File: src/rtl/ram_cnt_ctrl.sv
// Seconds-count recorder: counts clk1Hz rising edges (sampled as data in the clk50M domain) and logs each count to an external RAM.
// Define RAM_CNT_BCD_EN to count in packed BCD (DW must be 8); default build counts in plain binary.
//
// state | meaning
// IDLE  | not logging; waits for run or a read-back request
// RUN   | counting; waits for the next tick to log
// WRITE | one-cycle RAM write of the new count
// FULL  | log holds 2**AW entries; counting continues, no writes
// READ  | replays logged entries 0..N-1, one per cycle
module ram_cnt_ctrl #(
    parameter int DW      = 8,
    parameter int AW      = 4,
    parameter int CNT_MAX = 59
) (
    input  logic          clk50M,
    input  logic          Reset,
    input  logic          clk1Hz,
    input  logic          run,
    input  logic          clr,
    input  logic          rd_req,
    output logic          ram_we,
    output logic [AW-1:0] ram_addr,
    output logic [DW-1:0] ram_wdata,
    input  logic [DW-1:0] ram_rdata,
    output logic [DW-1:0] cnt,
    output logic          full,
    output logic [DW-1:0] rd_data,
    output logic          rd_valid,
    output logic          busy
);

    typedef enum logic [2:0] {IDLE, RUN, WRITE, FULL, READ} state_t;

    localparam logic [AW-1:0] LAST = '1;
`ifdef RAM_CNT_BCD_EN
    localparam logic [DW-1:0] TERM = DW'(((CNT_MAX / 10) << 4) | (CNT_MAX % 10));
`else
    localparam logic [DW-1:0] TERM = DW'(CNT_MAX);
`endif

    state_t        state, state_nxt;
    logic          s1, s2, s3;
    logic          tick;
    logic [AW-1:0] wr_ptr;
    logic [AW-1:0] rd_ptr;
    logic          rd_done;
    logic          rd_last;
    logic          log_nonempty;
    logic [DW-1:0] cnt_inc;
    logic [DW-1:0] cnt_nxt;

    assign tick         = s2 & ~s3;
    assign log_nonempty = full | (wr_ptr != '0);
    // With full flagged, wr_ptr parks at LAST, so the last entry to replay is LAST itself
    assign rd_last      = full ? (rd_ptr == LAST) : (rd_ptr == wr_ptr - AW'(1));

    always_comb begin
        cnt_inc = cnt + DW'(1);
`ifdef RAM_CNT_BCD_EN
        if (cnt[3:0] == 4'd9)
            cnt_inc = {cnt[DW-1:4] + (DW-4)'(1), 4'd0};
`endif
        cnt_nxt = (cnt == TERM) ? '0 : cnt_inc;
    end

    always_ff @(posedge clk50M or posedge Reset) begin
        if (Reset)
            state <= IDLE;
        else
            state <= state_nxt;
    end

    always_comb begin
        state_nxt = state;
        case (state)
            IDLE: begin
                if (rd_req && log_nonempty)
                    state_nxt = READ;
                else if (run)
                    state_nxt = RUN;
            end
            RUN: begin
                if (!run)
                    state_nxt = IDLE;
                else if (tick)
                    state_nxt = WRITE;
            end
            WRITE:   state_nxt = (wr_ptr == LAST) ? FULL : RUN;
            FULL:    if (rd_req) state_nxt = READ;
            READ:    if (rd_done) state_nxt = full ? FULL : IDLE;
            default: state_nxt = IDLE;
        endcase
        if (clr)
            state_nxt = IDLE;
    end

    always_ff @(posedge clk50M or posedge Reset) begin
        if (Reset) begin
            s1       <= 1'b0;
            s2       <= 1'b0;
            s3       <= 1'b0;
            cnt      <= '0;
            wr_ptr   <= '0;
            full     <= 1'b0;
            rd_ptr   <= '0;
            rd_done  <= 1'b0;
            rd_valid <= 1'b0;
        end else begin
            s1 <= clk1Hz;
            s2 <= s1;
            s3 <= s2;
            if (clr) begin
                cnt      <= '0;
                wr_ptr   <= '0;
                full     <= 1'b0;
                rd_ptr   <= '0;
                rd_done  <= 1'b0;
                rd_valid <= 1'b0;
            end else begin
                if (tick && run)
                    cnt <= cnt_nxt;
                if (state == WRITE) begin
                    if (wr_ptr == LAST)
                        full <= 1'b1;
                    else
                        wr_ptr <= wr_ptr + AW'(1);
                end
                rd_valid <= (state == READ) && !rd_done;
                // rd_done holds READ one extra cycle so the last rd_valid lands while busy
                if (state == READ) begin
                    if (!rd_done) begin
                        if (rd_last)
                            rd_done <= 1'b1;
                        else
                            rd_ptr <= rd_ptr + AW'(1);
                    end
                end else begin
                    rd_ptr  <= '0;
                    rd_done <= 1'b0;
                end
            end
        end
    end

    assign ram_we    = (state == WRITE) && !clr;
    assign ram_wdata = (state == WRITE) ? cnt : '0;
    assign ram_addr  = (state == WRITE) ? wr_ptr :
                       ((state == READ) && !rd_done) ? rd_ptr : '0;
    assign rd_data   = rd_valid ? ram_rdata : '0;
    assign busy      = (state == WRITE) || (state == READ);

endmodule

File: config.mk
export PLATFORM = sky130hd
export DESIGN_NAME = ram_cnt_ctrl
export DESIGN_NICKNAME = d
export VERILOG_FILES = /design/src/rtl/ram_cnt_ctrl.sv
export SDC_FILE = /design/constraint.sdc
export NUM_CORES = 1
export LEC_CHECK = 0
export ABC_AREA = 0
export CAP_MARGIN = 15
export CORE_UTILIZATION = 47
export DETAILED_ROUTE_END_ITERATION = 12
export GPL_TIMING_DRIVEN = 0
export PLACE_DENSITY = 0.78
export SLEW_MARGIN = 0
export SYNTH_ARGS = -nofsm -noshare
export SYNTH_HDL_FRONTEND = slang
export SYNTH_SLANG_ARGS = --single-unit
File: constraint.sdc
create_clock -name clk50M -period 2.4 [get_ports clk50M]
set_input_delay 0.24 -clock clk50M [delete_from_list [all_inputs] [get_ports clk50M]]
set_output_delay 0.24 -clock clk50M [all_outputs]
set_load 0.01 [all_outputs]
==> out/qor.csv <==
stage;metric;value;unit
setup_path;Startpoint Class;register;
layout;number of diodes;0;
setup_path;crit path max fanout;6;
timing;worst rel slew slack;37.8;%
floorplanning;num rows;20;
worst_hold_path;Hold Path Depth;1;
grt;initial antenna violation count;0;
synth;Synth Area in XOR/XNOR;4.96;%
layout;Layout Area Growth over Synthesis;36.1;%
setup_path;Required @ worst endpoint;2.62;ns
setup_path;slowest CP cell;dfrtp_2;
synth;synth warn;0;
layout;# fillers;260;
synth;ranking of synthesized cells by area;dfrtp_1, and2_1, nand2_1, nor2_1, ha_1;
power;sequential power share;54.6;%
synth;post-synth cell types;39;
synth;FFs w/ async S/R, synth;100;%
timing;Hold Slack;0.324;ns
timing;setup violators final;0;
setup_path;crit-path cells;inv_1 -> ha_1 -> xnor2_1 -> or4_1 -> a311oi_4 -> a211oi_1 -> mux2i_1;
synth;main combinational cell family by area after synthesis;simple AND/OR/NAND/NOR gates;
floorplanning;initial core utilization;50.8;%
synth;Seq cells post-synth;25;
power;sw power;0.271;mW
power;maximum VDD drop;0.250;mV
timing;post-route clock period utilization;95.3;%
power;P per Cell Area;401;mW/mm^2
clocking;Root Driver;clkbuf_4;
synth;post-synthesis adder-cell area fraction;3.93;%
clocking;clock buffer depth;2;
placed_design;GP Congestion;0.897;
synth;Post-Syn Nets;205;
floorplanning;I/O pin total;46;
route;routed via count;1544;
route;Via density;5.55;
floorplanning;Core ar.;0.00313;sq mm
grt;vias in the first global route;1423;
clocking;clock latency on the worst-skew pair;0.33;ns
power;Leak;0.878;nW
synth;Synth top cells by count;dfrtp_1, nand2_1, nor2_1, and2_1, inv_1;
setup_path;Worst Setup End Kind;register;
floorplanning;Die Y;60.2;um
synth;synthesized area;0.00159;sq mm
power;Final Power;0.868;mW
placed_design;Final HPWL DP;2.84;mm
synth;mux share of post-synthesis cell area;2.52;%
layout;layout cells sized above 1;7.26;%
synth;top_reg_cell synth;dfrtp_1;
power;Internal;0.597;mW
route;DRC violations left;0;
clocking;clock sinks;25;
run_status;outcome;finished, final reports clean;
setup_path;Worst Path Class, Setup;reg2reg;
timing;Worst Tran Pin Value;0.932;ns
setup_path;critical path arrival;2.51;ns
grt;first-pass GRT wire length;6.25;mm
route;Final ANT Viol Nets;0;
setup_path;Crit path depth;7;
route;DR pass1 iterations;4;
timing;Fin. Hold Viols;0;
power;Comb pwr share;22.1;%
synth;register area share after synthesis;39.3;%
floorplanning;Die Area;0.00362;sq mm
setup_path;r2r worst-path depth;7;
grt;gr usage total;22.8;%
synth;complex-gate fraction of the synthesized area;13.4;%
grt;largest net degree at the start of global routing;26;
power;clock share of power;23.3;%
run;Max-Cap Viols;0;
timing;Min Clock Period, post-route;2.29;ns
synth;top cell type's share of synthesized area;39.3;%
power;Net Sw Frac;31.2;%
synth;Synth area leader;dfrtp_1;
timing;clock skew;0.00940;ns
synth;post-synthesis simple-gate area fraction;31.4;%
grt;grt ovf;0;
route;WL/cell;13.9;um
setup_path;Top delay family on crit path;flip-flops;
timing;fmax;437;MHz
clocking;H-tree depth reported by CTS;1;
floorplanning;die outline width;60.2;um
synth;most frequent cell after synthesis;dfrtp_1;
clocking;CTS buffer count;3;
clocking;Clock transition at path regs;0.15;ns
synth;Post-synth EDFFs;0;
route;initial DRC count;61;
layout;nets;254;
worst_hold_path;HP Class;in2reg;
placed_design;# port buffers;45;
clocking;hold_buf cts;0;
synth;Mapped Cells;186;
synth;Avg Cell Area, Syn;8.55;sq um
timing;fin. max-slew vios;0;
route;Post-Route WL;3.88;mm
setup_path;CP peak stage delay;0.47;ns
setup_path;Buf+Inv Stages, Crit Path;1;
clocking;CTS tree;yes;
## layout make-up
| cell class | count | area [sq um] | share of cell area (%) |
|---|---|---|---|
| flip-flops and latches | 25 | 628 | 29.0 |
| inverters | 10 | 37.5 | 1.73 |
| multi-input cells | 144 | 928 | 42.9 |
| clock inverters | 1 | 7.51 | 0.347 |
| well taps | 44 | 55.1 | 2.54 |
| repair buffers | 45 | 450 | 20.8 |
| plain buffers | 6 | 35.0 | 1.62 |
| clock buffers | 3 | 22.5 | 1.04 |
## stage by stage
stage	TNS [ns]	std cells	worst slack (ns)	cell area [sq um]	utilization (%)
2_1_floorplan	0	186	0.293	1590	-
3_3_place_gp	0	275	0.0753	2100	67.0
3_5_place_dp	0	275	0.0371	2100	67.0
4_1_cts	0	278	0.00665	2130	68.1
5_1_grt	-0.00131	278	-0.00131	2160	69.2
6_report	0	278	0.112	2160	69.2
## timing repair
item | CTS | global route
buffers inserted | 0 | 0
setup endpoints to repair | 11 | 16
pin swaps | 0 | 1
gates resized for setup | 5 | 7
## flip-flops by register name (all words and copies together), names as in the netlist
register and count:
s1 1, rd_valid 1, cnt 8, rd_ptr 4
s3 1, rd_done 1, state 3, full 1
wr_ptr 4, s2 1
## per-layer routing
| layer | vias to the layer above | track usage (%) | share of wire, % |
|---|---|---|---|
| met5 | - | 0 | 0 |
| met4 | 0 | 11.0 | 1.9 |
| met3 | 9 | 3.03 | 6.2 |
| met2 | 55 | 38.1 | 49 |
| met1 | 738 | 28.8 | 43 |
| li1 | 742 | - | - |
## cell families after synthesis
kind of cell               after synthesis
adders and majority gates                5
DFF                                     25
muxes                                    4
AOI/OAI and AO/OA                       32
xor gates and xnor gates                 9
buffers and inverters                   17
and+or+nand+nor                         94
## path summary, 6_finish.rpt
kind                                       startpoint                    end  slack, ns
max in group asynchronous                       Reset   state[1]$_DFFE_PP0P_       1.38
worst min register to register           s1$_DFF_PP0_           s2$_DFF_PP0_       0.37
worst max register to register  wr_ptr[0]$_DFFE_PP0P_  rd_ptr[3]$_DFFE_PP0P_       0.11
min in group asynchronous                       Reset  wr_ptr[1]$_DFFE_PP0P_       0.39
worst min-delay path                           clk1Hz           s1$_DFF_PP0_       0.32
worst max-delay path            wr_ptr[0]$_DFFE_PP0P_  rd_ptr[3]$_DFFE_PP0P_       0.11
## power by group through the flow
stage	sequential (mW)	clock [mW]	combinational (mW)
2_1_floorplan	0.474	0	0.107
3_3_place_gp	0.474	0	0.184
3_5_place_dp	0.477	0	0.189
4_1_cts	0.472	0.204	0.188
5_1_grt	0.479	0.217	0.212
6_report	0.474	0.202	0.192
## cells in the final DEF (no fill, tap or decap), drive strengths merged, types with 2 or more instances in the layout
cell           count
and3               3
xor2               5
o21ai              4
or4                2
nor3               9
mux2i              4
a211oi             3
nor2              18
dfrtp             25
and2              16
nand3              5
nor4               3
nand2             18
nor4b              3
ha                 5
clkbuf             7
inv               10
xnor2              4
buf                2
clkdlybuf4s50     45
nand4              5
a21oi             10
nor2b              4
a31oi              5
nand2b             6
Note: power is estimated with default switching activity, not from simulation.
